<file path="config.mk">
export PLATFORM = sky130hd
export DESIGN_NAME = avalon_mm_slave_regs_flat
export DESIGN_NICKNAME = d
export VERILOG_FILES = /design/src/rtl/avalon_mm_slave_regs_if.sv /design/src/rtl/avalon_mm_slave_regs.sv /design/src/flat_wrapper.sv
export SDC_FILE = /design/constraint.sdc
export NUM_CORES = 1
export LEC_CHECK = 0
export BUFFER_PORTS_ARGS = -buffer_cell sky130_fd_sc_hd__buf_2
export CORE_MARGIN = 8
export CORE_UTILIZATION = 54
export CTS_CLUSTER_DIAMETER = 40
export DETAILED_ROUTE_END_ITERATION = 10
export PLACE_DENSITY_LB_ADDON = 0.05
export SYNTH_ARGS = -nofsm -noshare
export SYNTH_HDL_FRONTEND = slang
export SYNTH_SLANG_ARGS = --single-unit
</file>
<file path="constraint.sdc">
create_clock -name CLK -period 20.1 [get_ports CLK]
set_clock_uncertainty 0.1 [all_clocks]
set_input_delay 6.03 -clock CLK [delete_from_list [all_inputs] [get_ports CLK]]
set_output_delay 6.03 -clock CLK [all_outputs]
set_load 0.1 [all_outputs]
</file>
<file path="src/rtl/avalon_mm_slave_regs_if.sv">
// Avalon-MM bus bundle between the UART-side master and the register-window slave.
// Signal names follow the Avalon naming used on the rest of the bridge.
interface avalon_mm_slave_regs_if;
  logic [31:0] ADDRESS;
  logic        BEGINTRANSFER;
  logic        READ;
  logic        WRITE;
  logic [31:0] WRITEDATA;
  logic        LOCK;
  logic [31:0] READDATA;
  logic        WAITREQUEST;

  modport master (
    output ADDRESS, BEGINTRANSFER, READ, WRITE, WRITEDATA, LOCK,
    input  READDATA, WAITREQUEST
  );

  modport slave (
    input  ADDRESS, BEGINTRANSFER, READ, WRITE, WRITEDATA, LOCK,
    output READDATA, WAITREQUEST
  );
endinterface

</file>
<file path="src/rtl/avalon_mm_slave_regs.sv">
// Avalon-MM register window for the UART bridge: four RW words, one RO transmit word,
// a fixed WAITREQUEST stall per transfer, write-notify pulses and a sticky error flag.
module avalon_mm_slave_regs #(
  parameter int unsigned WAIT_CYCLES = 2,
  parameter logic [31:0] RD_DEFAULT  = 32'h0000_0000
) (
  input  logic                   CLK,
  input  logic                   RST,
  avalon_mm_slave_regs_if.slave  bus,
  output logic [31:0]            reg0_o,
  output logic [31:0]            reg1_o,
  output logic [31:0]            reg2_o,
  output logic [31:0]            reg4_o,
  output logic [4:0]             wr_pulse_o,
  input  logic [31:0]            tx_word_i,
  input  logic                   tx_valid_i,
  output logic                   tx_taken_o,
  output logic                   lock_o,
  output logic                   err_o
);

  typedef enum logic [1:0] {IDLE = 2'd0, WAIT = 2'd1, ACK = 2'd2} state_t;

  localparam logic [3:0] CNT_INIT = (WAIT_CYCLES == 0) ? 4'd0 : 4'(WAIT_CYCLES - 1);

  state_t      state_q;
  logic [3:0]  cnt_q;
  logic [2:0]  idx_q;
  logic        mapped_q;
  logic        write_q;
  logic        illegal_q;
  logic [31:0] wdata_q;
  logic [31:0] reg0_q, reg1_q, reg2_q, reg4_q;
  logic [4:0]  wrPulse_q;
  logic        err_q;
  logic        lock_q;
  logic        waitReq_q;

  logic        start;
  logic        addrMapped;
  logic        commit;
  logic        accessErr;
  logic [31:0] readData;
  logic        unusedAddrBits;

  // Byte lanes are irrelevant for single-word access.
  assign unusedAddrBits = ^bus.ADDRESS[1:0];

  assign start      = bus.BEGINTRANSFER && (bus.READ || bus.WRITE);
  assign addrMapped = (bus.ADDRESS[31:5] == 27'd0) && (bus.ADDRESS[4:2] <= 3'd4);
  assign commit     = write_q && !illegal_q && mapped_q && (idx_q != 3'd3);
  assign accessErr  = illegal_q || !mapped_q || (write_q && (idx_q == 3'd3));

  always_comb begin
    readData = RD_DEFAULT;
    if (state_q == ACK && mapped_q && !illegal_q) begin
      case (idx_q)
        3'd0:    readData = reg0_q;
        3'd1:    readData = reg1_q;
        3'd2:    readData = reg2_q;
        3'd3:    readData = tx_valid_i ? tx_word_i : RD_DEFAULT;
        3'd4:    readData = reg4_q;
        default: readData = RD_DEFAULT;
      endcase
    end
  end

  assign bus.READDATA    = readData;
  assign bus.WAITREQUEST = waitReq_q;
  assign tx_taken_o      = (state_q == ACK) && !write_q && !illegal_q && mapped_q &&
                           (idx_q == 3'd3) && tx_valid_i;

  assign reg0_o     = reg0_q;
  assign reg1_o     = reg1_q;
  assign reg2_o     = reg2_q;
  assign reg4_o     = reg4_q;
  assign wr_pulse_o = wrPulse_q;
  assign lock_o     = lock_q;
  assign err_o      = err_q;

  // The request is frozen at the start edge; bus activity during WAIT/ACK is ignored.
  always_ff @(posedge CLK or posedge RST) begin
    if (RST) begin
      state_q   <= IDLE;
      cnt_q     <= 4'd0;
      idx_q     <= 3'd0;
      mapped_q  <= 1'b0;
      write_q   <= 1'b0;
      illegal_q <= 1'b0;
      wdata_q   <= 32'd0;
      reg0_q    <= 32'd0;
      reg1_q    <= 32'd0;
      reg2_q    <= 32'd0;
      reg4_q    <= 32'd0;
      wrPulse_q <= 5'd0;
      err_q     <= 1'b0;
      lock_q    <= 1'b0;
      waitReq_q <= 1'b1;
    end else begin
      wrPulse_q <= 5'd0;
      case (state_q)
        IDLE: begin
          if (start) begin
            idx_q     <= bus.ADDRESS[4:2];
            mapped_q  <= addrMapped;
            write_q   <= bus.WRITE;
            illegal_q <= bus.READ && bus.WRITE;
            wdata_q   <= bus.WRITEDATA;
            lock_q    <= bus.LOCK;
            if (WAIT_CYCLES == 0) begin
              state_q   <= ACK;
              waitReq_q <= 1'b0;
            end else begin
              state_q <= WAIT;
              cnt_q   <= CNT_INIT;
            end
          end
        end
        WAIT: begin
          if (cnt_q == 4'd0) begin
            state_q   <= ACK;
            waitReq_q <= 1'b0;
          end else begin
            cnt_q <= cnt_q - 4'd1;
          end
        end
        ACK: begin
          state_q   <= IDLE;
          waitReq_q <= 1'b1;
          if (commit) begin
            case (idx_q)
              3'd0:    reg0_q <= wdata_q;
              3'd1:    reg1_q <= wdata_q;
              3'd2:    reg2_q <= wdata_q;
              3'd4:    reg4_q <= wdata_q;
              default: ;
            endcase
            wrPulse_q <= 5'd1 << idx_q;
          end
          if (accessErr) begin
            err_q <= 1'b1;
          end
        end
        default: begin
          state_q   <= IDLE;
          waitReq_q <= 1'b1;
        end
      endcase
    end
  end

endmodule

</file>
<file path="src/flat_wrapper.sv">
// flat-port wrapper written by rule: the top's interface ports become plain ports
module avalon_mm_slave_regs_flat 
#(
  parameter int unsigned WAIT_CYCLES = 2,
  parameter logic [31:0] RD_DEFAULT  = 32'h0000_0000
)
  (CLK, RST, reg0_o, reg1_o, reg2_o, reg4_o, wr_pulse_o, tx_word_i, tx_valid_i, tx_taken_o, lock_o, err_o, bus_ADDRESS, bus_BEGINTRANSFER, bus_READ, bus_WRITE, bus_WRITEDATA, bus_LOCK, bus_READDATA, bus_WAITREQUEST);
  avalon_mm_slave_regs_if bus_i ();
  input  logic CLK;
  input  logic RST;
  output logic [31:0] reg0_o;
  output logic [31:0] reg1_o;
  output logic [31:0] reg2_o;
  output logic [31:0] reg4_o;
  output logic [4:0] wr_pulse_o;
  input  logic [31:0] tx_word_i;
  input  logic tx_valid_i;
  output logic tx_taken_o;
  output logic lock_o;
  output logic err_o;
  input wire logic [$bits(bus_i.ADDRESS)-1:0] bus_ADDRESS;
  input wire logic [$bits(bus_i.BEGINTRANSFER)-1:0] bus_BEGINTRANSFER;
  input wire logic [$bits(bus_i.READ)-1:0] bus_READ;
  input wire logic [$bits(bus_i.WRITE)-1:0] bus_WRITE;
  input wire logic [$bits(bus_i.WRITEDATA)-1:0] bus_WRITEDATA;
  input wire logic [$bits(bus_i.LOCK)-1:0] bus_LOCK;
  output wire logic [$bits(bus_i.READDATA)-1:0] bus_READDATA;
  output wire logic [$bits(bus_i.WAITREQUEST)-1:0] bus_WAITREQUEST;
  assign bus_i.ADDRESS = bus_ADDRESS;
  assign bus_i.BEGINTRANSFER = bus_BEGINTRANSFER;
  assign bus_i.READ = bus_READ;
  assign bus_i.WRITE = bus_WRITE;
  assign bus_i.WRITEDATA = bus_WRITEDATA;
  assign bus_i.LOCK = bus_LOCK;
  assign bus_READDATA = bus_i.READDATA;
  assign bus_WAITREQUEST = bus_i.WAITREQUEST;
  avalon_mm_slave_regs #(.WAIT_CYCLES(WAIT_CYCLES), .RD_DEFAULT(RD_DEFAULT)) u_core (.CLK(CLK), .RST(RST), .bus(bus_i), .reg0_o(reg0_o), .reg1_o(reg1_o), .reg2_o(reg2_o), .reg4_o(reg4_o), .wr_pulse_o(wr_pulse_o), .tx_word_i(tx_word_i), .tx_valid_i(tx_valid_i), .tx_taken_o(tx_taken_o), .lock_o(lock_o), .err_o(err_o));
endmodule
</file>
==> flow_metrics.tcl <==
set metrics [dict create \
    ys_ff_latch 180 \
    min_to "u_core.err_o" \
    slowest_stage "and4b_1" \
    synth_cells 577 \
    syn_area_per_cell_sq_um 13.6 \
    stdcell_count 1032 \
    min_period_ns 14.15 \
    drt-pass1-iter-count 5 \
    fmax_mhz 70.7 \
    htree_levels 4 \
    p_leak_uw 0.00526 \
    vias 6016 \
    clockRootBuffer "clkbuf_16" \
    fp.dieH_um 136 \
    cts-resized-gates 0 \
    place_inst 999 \
    critPathMostFrequentCell "buf_2" \
    detailed_place_hpwl_um 15600 \
    end_kind "output port" \
    slew_viol_final 0 \
    power-per-cell-area_nw_per_um2 98.8 \
    post-cts-setup-buffers 0 \
    dp_slack_ns 5.99 \
    cp.arrival_ns 8.02 \
    ys_seq_area_share_pct 57.5 \
    max-clock-path-buffers 2 \
    hold_start "u_core.err_o" \
    maxCapViolCount 0 \
    fin_tns_setup_ns 0 \
    clk_pin_slew_ns 0.06 \
    drc 0 \
    rrSetupSlack_ns 16.52 \
    finalSetupViolCount 0 \
    worstPathCellList "buf_2, and4b_1, buf_4, nand2_1, a31oi_1, buf_2" \
    synthFlopType "dfrtp_1" \
    place_area_sq_um 9280 \
    syn2layout_area_growth_pct 25.5 \
    whs_path_depth 1 \
    fin_crit_sh_pct 70.4 \
    critPathMaxFanout 18 \
    synth_cell_type_count 39 \
    setup_ws_ns 5.95 \
    synth_nets 682 \
    start_kind "primary input" \
    criticalPathCategory "in -> out" \
    worstReg2RegEnd "u_core.reg2_o[16]" \
    die_x_um 136 \
    grt_pass1_wl_um 34500 \
    grt_use_total_pct 24.1 \
    route.antenna.remaining_nets 0 \
    r2r-start "u_core.idx_q[1]" \
    num_io_pins 272 \
    worst_pin_slew_ns 1.11 \
    rsz0062_at_grt "no" \
    wire_per_inst_um 21.7 \
    io_buffers 269 \
    wirelength_um 22400 \
    grt_max_degree 119 \
    die_area_sq_um 18600 \
    gp_congestion 0.785 \
    cp.required_ns 13.97 \
    hold_buffers 0 \
    final_area_sq_um 9840 \
    drt_iter0_drc 394 \
    syn-cell-area_sq_um 7840 \
    relSlewSlack_pct 25.9 \
    max_stage_delay_ns 0.73 \
    coreArea_sq_um 14400 \
    row_count 44 \
    start_util_pct 54.5 \
    r2r_cells 4 \
    synth_edf_count 0 \
    cts-buffers-inserted 17 \
    status "finished clean" \
    holdCritPathClass "reg -> reg" \
    antenna_found_initial 3 \
    startpoint "tx_valid_i" \
    grt_overflow_total 0 \
    synthArstFlopShare_pct 100 \
    via_per_inst 5.83 \
    peakVddDrop_mv 0.0954 \
    layout-drive-gt1-share_pct 47.0 \
    cts_sinks 180 \
    fill_cells 1075 \
    hold_viol_final 0 \
    yosysWarningCount 0 \
    tritoncts "done" \
    final_util_pct 68.5 \
    layout.nets 939 \
    grt_pass1_vias 6388 \
    clk_latency_ns 0.42 \
]
## cell families (layout without fill, tap and decap cells)
group,after synthesis,in the layout,synth area share (%)
AO/OA/AOI/OAI,106,106,9.47
buffers and inverters,50,320,3.24
other,1,2,0.0478
AND/OR/NAND/NOR,70,70,5.33
flip-flops,180,180,57.5
multiplexers,168,168,24.1
adder cells (fa/ha/maj),2,2,0.319
## layout by cell type (no fill, tap or decap), drive strengths merged, types with 2 or more instances in the layout
| cell | synthesis | final |
|---|---|---|
| clkinv | 0 | 2 |
| dfrtp | 179 | 179 |
| a22oi | 64 | 64 |
| or3b | 2 | 2 |
| a31oi | 32 | 32 |
| nor4 | 6 | 6 |
| nand4b | 2 | 2 |
| o21ai | 5 | 5 |
| nor2 | 7 | 7 |
| nor3 | 2 | 2 |
| nand4 | 2 | 2 |
| ha | 2 | 2 |
| mux2i | 2 | 2 |
| a21oi | 2 | 2 |
| clkbuf | 16 | 21 |
| clkinvlp | 0 | 7 |
| buf | 24 | 278 |
| nor3b | 3 | 3 |
| nand2 | 34 | 34 |
| mux2 | 166 | 166 |
| nand3 | 5 | 5 |
| inv | 10 | 11 |
## stage by stage
step,hold WS [ns],total power [uW]
2_1_floorplan,0.382,605
3_3_place_gp,0.351,657
3_5_place_dp,0.353,671
4_1_cts,0.367,979
5_1_grt,0.392,1020
6_report,0.361,972
## area by class of cell
cell class	instances	area [sq um]	share of cell area [%]
timing repair buffer	278	1410	14.4
inverter	10	42.5	0.432
tap	184	230	2.34
clock inverter	11	105	1.07
sequential	180	4510	45.8
multi-input combinational	347	3090	31.4
clock buffer	21	450	4.58
antenna	1	2.50	0.0254
## power by group
group          internal [uW]  leakage (uW)  total (uW)  switching (uW)
sequential               410       0.00242         466            56.2
combinational           74.4       0.00260         199             125
clock                    174      0.000248         307             133
total                    658       0.00526         972             314
## synth_stat cells (3+ instances only)
| cell type | count | area, sq um |
|---|---|---|
| buf_4 | 6 | 45.0 |
| nand2_1 | 34 | 128 |
| inv_1 | 10 | 37.5 |
| buf_2 | 11 | 55.1 |
| mux2_1 | 90 | 1010 |
| mux2_2 | 76 | 856 |
| buf_6 | 4 | 45.0 |
| dfrtp_1 | 179 | 4480 |
| o21ai_0 | 5 | 25.0 |
| buf_1 | 3 | 11.3 |
| nor3b_4 | 3 | 56.3 |
| nand3_2 | 4 | 40.0 |
| a31oi_1 | 32 | 200 |
| a22oi_1 | 64 | 480 |
| clkbuf_1 | 16 | 60.1 |
| nor4_1 | 6 | 37.5 |
| nor2_1 | 6 | 22.5 |
## sequential cells by signal (all words and copies together), names as in the netlist
register	count
u_core.reg0_o	32
u_core.reg1_o	32
u_core.reg2_o	32
u_core.reg4_o	32
u_core.wdata_q	32
u_core.wr_pulse_o	5
u_core.cnt_q	4
u_core.idx_q	3
u_core.state_q	2
u_core.bus.WAITREQUEST	1
u_core.err_o	1
u_core.illegal_q	1
u_core.lock_o	1
u_core.mapped_q	1
u_core.write_q	1
## metal layers
layer  track usage (%)  up-vias  part of all wire (%)
li1                  -     2663                     -
met1              29.6     3052                    40
met2              39.7      265                    49
met3              6.65       34                   8.5
met4              9.21        2                   2.0
met5                 0        -                 0.058
## worst max-delay path, delay by kind of cell
kind / cells / cell delay (ns)
compound gates: 1 / 0.21
buf+inv: 3 / 0.94
simple gates: 2 / 0.83
## worst max-delay path by stage
| stage | endpoint | slack (ns) | cells after the start |
|---|---|---|---|
| final | bus_READDATA[8] | 5.95 | 6 |
| after global routing | bus_READDATA[8] | 5.84 | 6 |
| after CTS | bus_READDATA[10] | 5.99 | 6 |
| after detailed placement | bus_READDATA[10] | 5.99 | 6 |
| after global placement | bus_READDATA[10] | 6.04 | 6 |
| after floorplan | bus_READDATA[10] | 5.75 | 5 |
Note: power is estimated with default switching activity, not from simulation.
